[src/rtl/rs_dispatch_arbiter.sv]
// ============================================================================
// rs_dispatch_arbiter : shares one FU among NUM_RS reservation stations and
// broadcasts the result on the CDB. Optional macro: ROUND_ROBIN_EN.
// Revision: 1.0
// ============================================================================
`default_nettype none

module rs_dispatch_arbiter #(
  parameter int NUM_RS   = 3,
  parameter int DATA_W   = 16,
  parameter int OP_W     = 3,
  parameter int TAG_W    = 3,
  parameter int TAG_BASE = 1
) (
  input  logic                     clk,
  input  logic                     rst_n,
  input  logic                     flush,
  input  logic [NUM_RS-1:0]        req,
  input  logic [NUM_RS*OP_W-1:0]   rs_op,
  input  logic [NUM_RS*DATA_W-1:0] rs_vj,
  input  logic [NUM_RS*DATA_W-1:0] rs_vk,
  output logic [NUM_RS-1:0]        grant,
  output logic                     fu_start,
  output logic [OP_W-1:0]          fu_op,
  output logic [DATA_W-1:0]        fu_a,
  output logic [DATA_W-1:0]        fu_b,
  input  logic                     fu_done,
  input  logic [DATA_W-1:0]        fu_result,
  output logic                     cdb_valid,
  output logic [TAG_W-1:0]         cdb_tag,
  output logic [DATA_W-1:0]        cdb_data,
  input  logic                     cdb_ack,
  output logic                     busy
);

  localparam int IW = (NUM_RS > 1) ? $clog2(NUM_RS) : 1;

  typedef enum logic [1:0] {
    IDLE  = 2'd0,
    ISSUE = 2'd1,
    WAIT  = 2'd2,
    BCAST = 2'd3
  } state_t;

  state_t        state, state_nx;
  logic [IW-1:0] sel;
  logic [IW-1:0] win;
  logic          found;
  logic          take;

`ifdef ROUND_ROBIN_EN
  logic [IW-1:0] ptr;
  logic [IW:0]   cand;

  // Cyclic search starting at the pointer; cand never exceeds 2*NUM_RS-2.
  always_comb begin
    win   = '0;
    found = 1'b0;
    cand  = '0;
    for (int k = 0; k < NUM_RS; k++) begin
      cand = {1'b0, ptr} + (IW+1)'(k);
      if (cand >= (IW+1)'(NUM_RS)) cand = cand - (IW+1)'(NUM_RS);
      if (!found && req[cand[IW-1:0]]) begin
        found = 1'b1;
        win   = cand[IW-1:0];
      end
    end
  end

  always_ff @(posedge clk or negedge rst_n) begin
    if (!rst_n) begin
      ptr <= '0;
    end else if (take) begin
      ptr <= (win == IW'(NUM_RS-1)) ? '0 : win + 1'b1;
    end
  end
`else
  always_comb begin
    win   = '0;
    found = |req;
    for (int k = NUM_RS-1; k >= 0; k--) begin
      if (req[k]) win = IW'(k);
    end
  end
`endif

  assign take = (state == IDLE) && !flush && found;

  always_comb begin
    state_nx = state;
    if (flush) begin
      state_nx = IDLE;
    end else begin
      case (state)
        IDLE:    if (found)   state_nx = ISSUE;
        ISSUE:                state_nx = WAIT;
        WAIT:    if (fu_done) state_nx = BCAST;
        BCAST:   if (cdb_ack) state_nx = IDLE;
        default:              state_nx = IDLE;
      endcase
    end
  end

  always_ff @(posedge clk or negedge rst_n) begin
    if (!rst_n) state <= IDLE;
    else        state <= state_nx;
  end

  always_ff @(posedge clk or negedge rst_n) begin
    if (!rst_n) begin
      sel      <= '0;
      fu_op    <= '0;
      fu_a     <= '0;
      fu_b     <= '0;
      cdb_tag  <= '0;
      cdb_data <= '0;
    end else begin
      if (take) begin
        sel     <= win;
        fu_op   <= rs_op[win*OP_W +: OP_W];
        fu_a    <= rs_vj[win*DATA_W +: DATA_W];
        fu_b    <= rs_vk[win*DATA_W +: DATA_W];
        cdb_tag <= TAG_W'(TAG_BASE + int'(win));
      end
      if (state == WAIT && fu_done && !flush) cdb_data <= fu_result;
    end
  end

  always_comb begin
    grant = '0;
    if (state == ISSUE) grant[sel] = 1'b1;
  end

  assign fu_start  = (state == ISSUE);
  assign cdb_valid = (state == BCAST);
  assign busy      = (state != IDLE);

endmodule

`default_nettype wire

[config.mk]
export PLATFORM = sky130hd
export DESIGN_NAME = rs_dispatch_arbiter
export DESIGN_NICKNAME = d
export VERILOG_FILES = /design/src/rtl/rs_dispatch_arbiter.sv
export SDC_FILE = /design/constraint.sdc
export NUM_CORES = 1
export LEC_CHECK = 0
export CAP_MARGIN = 20
export CORE_UTILIZATION = 34
export DETAILED_ROUTE_END_ITERATION = 12
export PLACE_DENSITY_LB_ADDON = 0.05
export SYNTH_ARGS = -nofsm -noshare
export SYNTH_HDL_FRONTEND = slang
export SYNTH_SLANG_ARGS = --single-unit
[constraint.sdc]
create_clock -name clk -period 1.8 [get_ports clk]
set_clock_uncertainty 0.2 [all_clocks]
set_input_delay 0.36 -clock clk [delete_from_list [all_inputs] [get_ports clk]]
set_output_delay 0.36 -clock clk [all_outputs]
set_load 0.02 [all_outputs]
# ---- Word level (Yosys, flattened, before mapping)
# Index checks and enable logic that the tools add are counted.
dict set report word_totals {
  ff_bits 58
  in_bits 129
  wordCells 41
  output_inout_bits 60
}
dict set report classes {
  shifts 3
  mux 11
  n_reduce_logical 10
  magnitude_cmp 2
  multipliers 1
  n_eq_ne 6
  n_addsub 1
}
# operator n
set ops {}
lappend ops {{$shiftx 48x7->16} 2}
lappend ops {{$mux 2} 7}
lappend ops {{$shiftx 9x5->3} 1}
lappend ops {{$pmux 2 s4} 1}
lappend ops {{$ne 3x3->1 const B} 2}
lappend ops {{$logic_and 1x1->1} 5}
lappend ops {{$eq 2x2->1 const B} 2}
lappend ops {{$mul 2x2->4 const B} 1}
lappend ops {{$add 1x2->3 const A} 1}
lappend ops {{$lt 2x3->1 const B} 1}
lappend ops {{$mux 3} 1}
lappend ops {{$ne 3x2->1 const B} 1}
lappend ops {{$reduce_and 3->1} 1}
lappend ops {{$reduce_or 3->1} 1}
lappend ops {{$demux 1 s2} 1}
lappend ops {{$eq 2x1->1 const B} 1}
lappend ops {{$ge 2x1->1 const B} 1}
lappend ops {{$logic_not 2->1} 1}
lappend ops {{$reduce_bool 2->1} 1}
lappend ops {{$logic_not 1->1} 1}
lappend ops {{$mux 1} 1}

# ---- Longest topological paths before layout
dict set report depth {
  ltp_word 5
  depth_mapped 7
  ltp_nobuf 5
}

# ---- Worst setup path after synthesis
# Ideal clock, no wire load.
dict set report synth_path {
  path_kind {input to register}
  startpoint {in req[0]}
  endpoint {reg cdb_tag[1]}
  setup_slack_ps -148
  n_path_buf 3
  setup_time_ps 125
  cell_stages 7
  arrival_ps 1623
  t_required_ps 1475
  path_cell_list {buf_2 buf_2 buf_2 nor2_1 and2_1 ha_1 mux2_2}
}
dict set report synth_via {
  elab_chain_len 2
  elab_cells_between_ends 4
  classes_between {1 x add/sub; 1 x mux; 2 x reduce/logical}
}
# element line
set synth_rtl {}
lappend synth_rtl {{start, declared} 18} ;# input logic [NUM_RS-1:0] req,
lappend synth_rtl {{$mux 2} 82} ;# if (req[k]) win = IW'(k);
lappend synth_rtl {{via win[1]} 47} ;# logic [IW-1:0] win;
lappend synth_rtl {{$add 1x2->3} 123} ;# cdb_tag <= TAG_W'(TAG_BASE + int'(win));
lappend synth_rtl {{end signal, assigned} 123}
lappend synth_rtl {{end, declared} 30} ;# output logic [TAG_W-1:0] cdb_tag,
# The timed path passes the listed nets, and every way through them passes these cells.
# A chain may end at the register's enable or synchronous reset.

# ---- Worst setup path in the final report
dict set report layout_path {
  startpoint {reg state[1]}
  endpoint {out grant[0]}
}
dict set report layout_via {
  elab_chain_len 2
}
# element line
set layout_rtl {}
lappend layout_rtl {{start, declared} 45} ;# state_t state, state_nx;
lappend layout_rtl {{start signal, assigned} 106} ;# else state <= state_nx;
lappend layout_rtl {{$eq 2x1->1} 131} ;# if (state == ISSUE) grant[sel] = 1'b1;
lappend layout_rtl {{$mux 3} 131}
lappend layout_rtl {{end, declared} 22} ;# output logic [NUM_RS-1:0] grant,
# No other way between the ends.

==> flow_metrics.py <==
metrics = {
    "run_status": {
        "status": "complete, but fails checks",
        "violations": "setup timing",
    },
    "route": {
        "met2_wl_um": 5550,
        "detail_route.iter0.violations": 112,
        "wirelength_um": 11200,
        "met1Wirelength_um": 4560,
        "vias_per_cell": 5.07,
        "detail_route.wl_per_cell_um": 16.1,
        "drc": 0,
        "via_count": 3516,
        "final_antenna_net_count": 0,
        "detailroute.wirelength.met3_um": 791,
        "dr.pass1.iters": 4,
        "top_layer_used": "met4",
    },
    "worst_setup_path": {
        "max_stage_delay_ns": 0.39,
        "cp_max_fo": 4,
        "startpoint": "state[1]",
        "start_kind": "register",
        "worst-path-buf-inv": 2,
        "worst_path_dominant_cell_family": "flip-flops",
        "worst-path-stages": 4,
        "rr_startpoint": "state[0]",
        "timing_worst_setup_path_type": "reg2out",
        "arrival_ns": 1.29,
        "worstRegToRegCells": 8,
        "worstSetupEndpointType": "output port",
        "crit_path_top_delay_cell": "dfrtp_1",
        "worst_ep_required_time_ns": 1.24,
        "path_cells": "inv_2 > ha_4 > nor3b_2 > buf_4",
    },
    "floorplan": {
        "row_cnt": 35,
        "dieArea_um2": 10100,
        "die-width_um": 100,
        "chipHeight_um": 100,
        "design.portCount": 189,
        "design.core.area_um2": 9330,
        "initial_core_util_pct": 35.3,
    },
    "finish": {
        "finalNetCount": 694,
        "areaGrowthSynthToFinish_pct": 81.6,
        "mostFrequentLayoutCell": "clkdlybuf4s50_1",
        "drive_gt1_share_pct": 19.5,
        "antenna_cells_inserted": 0,
        "most-common-layout-cells": "clkdlybuf4s50_1 (124), nand2_1 (67), dfrtp_1 (57), dlygate4sd2_1 (54), a21oi_1 (36)",
        "final_util_pct": 64.2,
        "post-route-cell-area_um2": 5980,
    },
    "global_route": {
        "grt_pass1_vias": 3652,
        "grt_pass1_wl_um": 17300,
        "globalRoute.totalOverflow": 0,
        "grt_max_degree": 59,
        "grt_usage_pct": 21.8,
        "number_of_antenna_violations_at_the_first_check_in_global_routing": 0,
    },
    "placement": {
        "place.detailed.hpwl_um": 7540,
        "dpl_cell_area_um2": 5460,
        "gpl.final_weighted_congestion": 0.748,
        "io_buffers": 188,
    },
    "pwr": {
        "power_per_cell_area_nw_per_um2": 1330,
        "p_int_uw": 4830,
        "total_power_consumption_of_the_routed_design_uw": 7960,
        "pwr-share-clk_pct": 17.3,
        "power_dissipated_by_switching_net_loads_uw": 3140,
        "leakage_uw": 0.00256,
        "share_of_total_power_consumed_by_net_switching_pct": 39.4,
        "comb_power_share_pct": 54.1,
        "ir_drop_worst_vdd_v": 0.000521,
        "seqPwrFrac_pct": 28.6,
    },
    "logic_synthesis": {
        "async_flop_share_pct": 100,
        "synth_sequential_area_ratio_pct": 44.0,
        "ys_seq_elements": 58,
        "post_synth_edffs": 0,
        "synthesis.area_um2": 3300,
        "ys_types": 31,
        "ys.flop_type": "dfrtp_1",
        "yosysWarningCount": 0,
        "synth_nets": 493,
        "postSynthCellCount": 359,
        "post_synth.cell_area_avg_um2": 9.18,
    },
    "timing": {
        "final-max-slew-violation-count": 0,
        "upper_clock_frequency_limit_mhz": 539,
        "timing.final.hold_violations": 0,
        "final.min_clock_period_ns": 1.85,
        "max_slew_margin_pct": 71.4,
        "finalSetupViolations": 12,
        "worstMarginPinSlew_ns": 0.430,
        "rsz0062_at_grt": "yes",
        "hold_slack_ns": 0.225,
        "timing.final.ws_setup_ns": -0.0546,
        "share_of_the_clock_period_used_by_the_worst_path_pct": 103,
    },
    "worst_hold_path": {
        "hold_path_startpoint": "req[0]",
        "worstHoldPathType": "in2reg",
        "min_path_cells": 3,
    },
    "clock_tree": {
        "tritoncts": "done",
        "clkSlewWorstSetupHoldPaths_ns": 0.07,
        "clock_tree.buffer_depth": 2,
        "cts.sink_count": 58,
        "insertion_delay_ns": 0.33,
        "clk_root_buffer_cell": "clkbuf_8",
        "cts-buffers-inserted": 9,
        "cts_max_level": 3,
    },
    "flow_run": {
        "timing.max_cap.violations": 0,
    },
}
[flip-flops by register name, indices dropped and copies added (netlist names)]
| register | flops |
|---|---|
| cdb_data | 16 |
| cdb_tag | 3 |
| fu_a | 16 |
| fu_b | 16 |
| fu_op | 3 |
| sel | 2 |
| state | 2 |
[routing by layer]
metal,up-vias,track usage [%]
met5,-,0
li1,1675,-
met1,1680,24.9
met2,138,38.7
met3,23,5.69
met4,0,8.92
[worst paths after layout]
path	to	slack, ns
hold / removal	fu_a[12]	0.22
setup reg to reg	fu_b[12]	-0.03
min in group asynchronous	cdb_data[13]	0.36
setup / recovery	grant[0]	-0.05
hold reg to reg	cdb_data[10]	0.30
max in group asynchronous	state[0]	0.76
[per-stage QoR]
| stage | std cells | setup TNS, ns | worst slack, ns |
|---|---|---|---|
| after floorplan | 359 | -0.0703 | -0.0703 |
| after global placement | 672 | -7.31 | -0.189 |
| after detailed placement | 672 | -8.46 | -0.228 |
| after CTS | 689 | -0.122 | -0.0493 |
| after global routing | 694 | -1.52 | -0.138 |
| final | 694 | -0.228 | -0.0546 |
[cells in the mapped netlist (all sizes together) (5+ instances only)]
cell / instances / area share, %
nor3b: 5 / 1.1
mux2: 19 / 6.5
buf: 18 / 3.0
ha: 5 / 1.9
inv: 8 / 0.91
nor2: 6 / 0.76
a31oi: 32 / 6.1
dfrtp: 58 / 44
nand2: 68 / 7.7
a21oi: 36 / 5.5
nand3b: 32 / 7.3
clkbuf: 14 / 1.6
a21o: 32 / 7.3
[power by group through the flow]
stage               Combinational [uW]  Sequential, uW  Clock [uW]
floorplan                         1230            3020           0
global placement                  4050            2280           0
detailed placement                4100            2300           0
CTS                               3720            2280        1400
global route                      4610            2360        1470
finish                            4310            2280        1380
[final cells by class]
class | instances | area, um^2
fillers | 834 | 3340
inverters | 8 | 30.0
multi-input cells | 261 | 1910
well taps | 129 | 161
flip-flops and latches | 58 | 1450
clock buffers | 10 | 138
clock inverters | 6 | 88.8
repair buffers | 222 | 2200
[worst reg2reg max path, stage by stage (launching register included)]
cell	delay (ns)
dfrtp_2	0.45
inv_2	0.10
ha_4	0.16
buf_6	0.11
nand2b_4	0.08
nor2_4	0.21
buf_12	0.17
clkbuf_16	0.16
a31oi_1	0.08
[cell families after synthesis]
group / Yosys count / synth area share (%)
mux: 21 / 7.10
simple gates: 124 / 20.0
flops: 58 / 44.0
buf+inv: 40 / 5.47
compound gates: 111 / 21.5
fa+ha+maj: 5 / 1.90
[timing repair]
action,CTS,global route
endpoints found under the hold margin,58,0
pin swaps,2,5
buffers inserted,0,2
setup endpoints to repair,100,62
hold buffers,1,0
gates cloned,0,3
resized for setup,94,39
No activity file was read; power rests on OpenSTA's default activity.
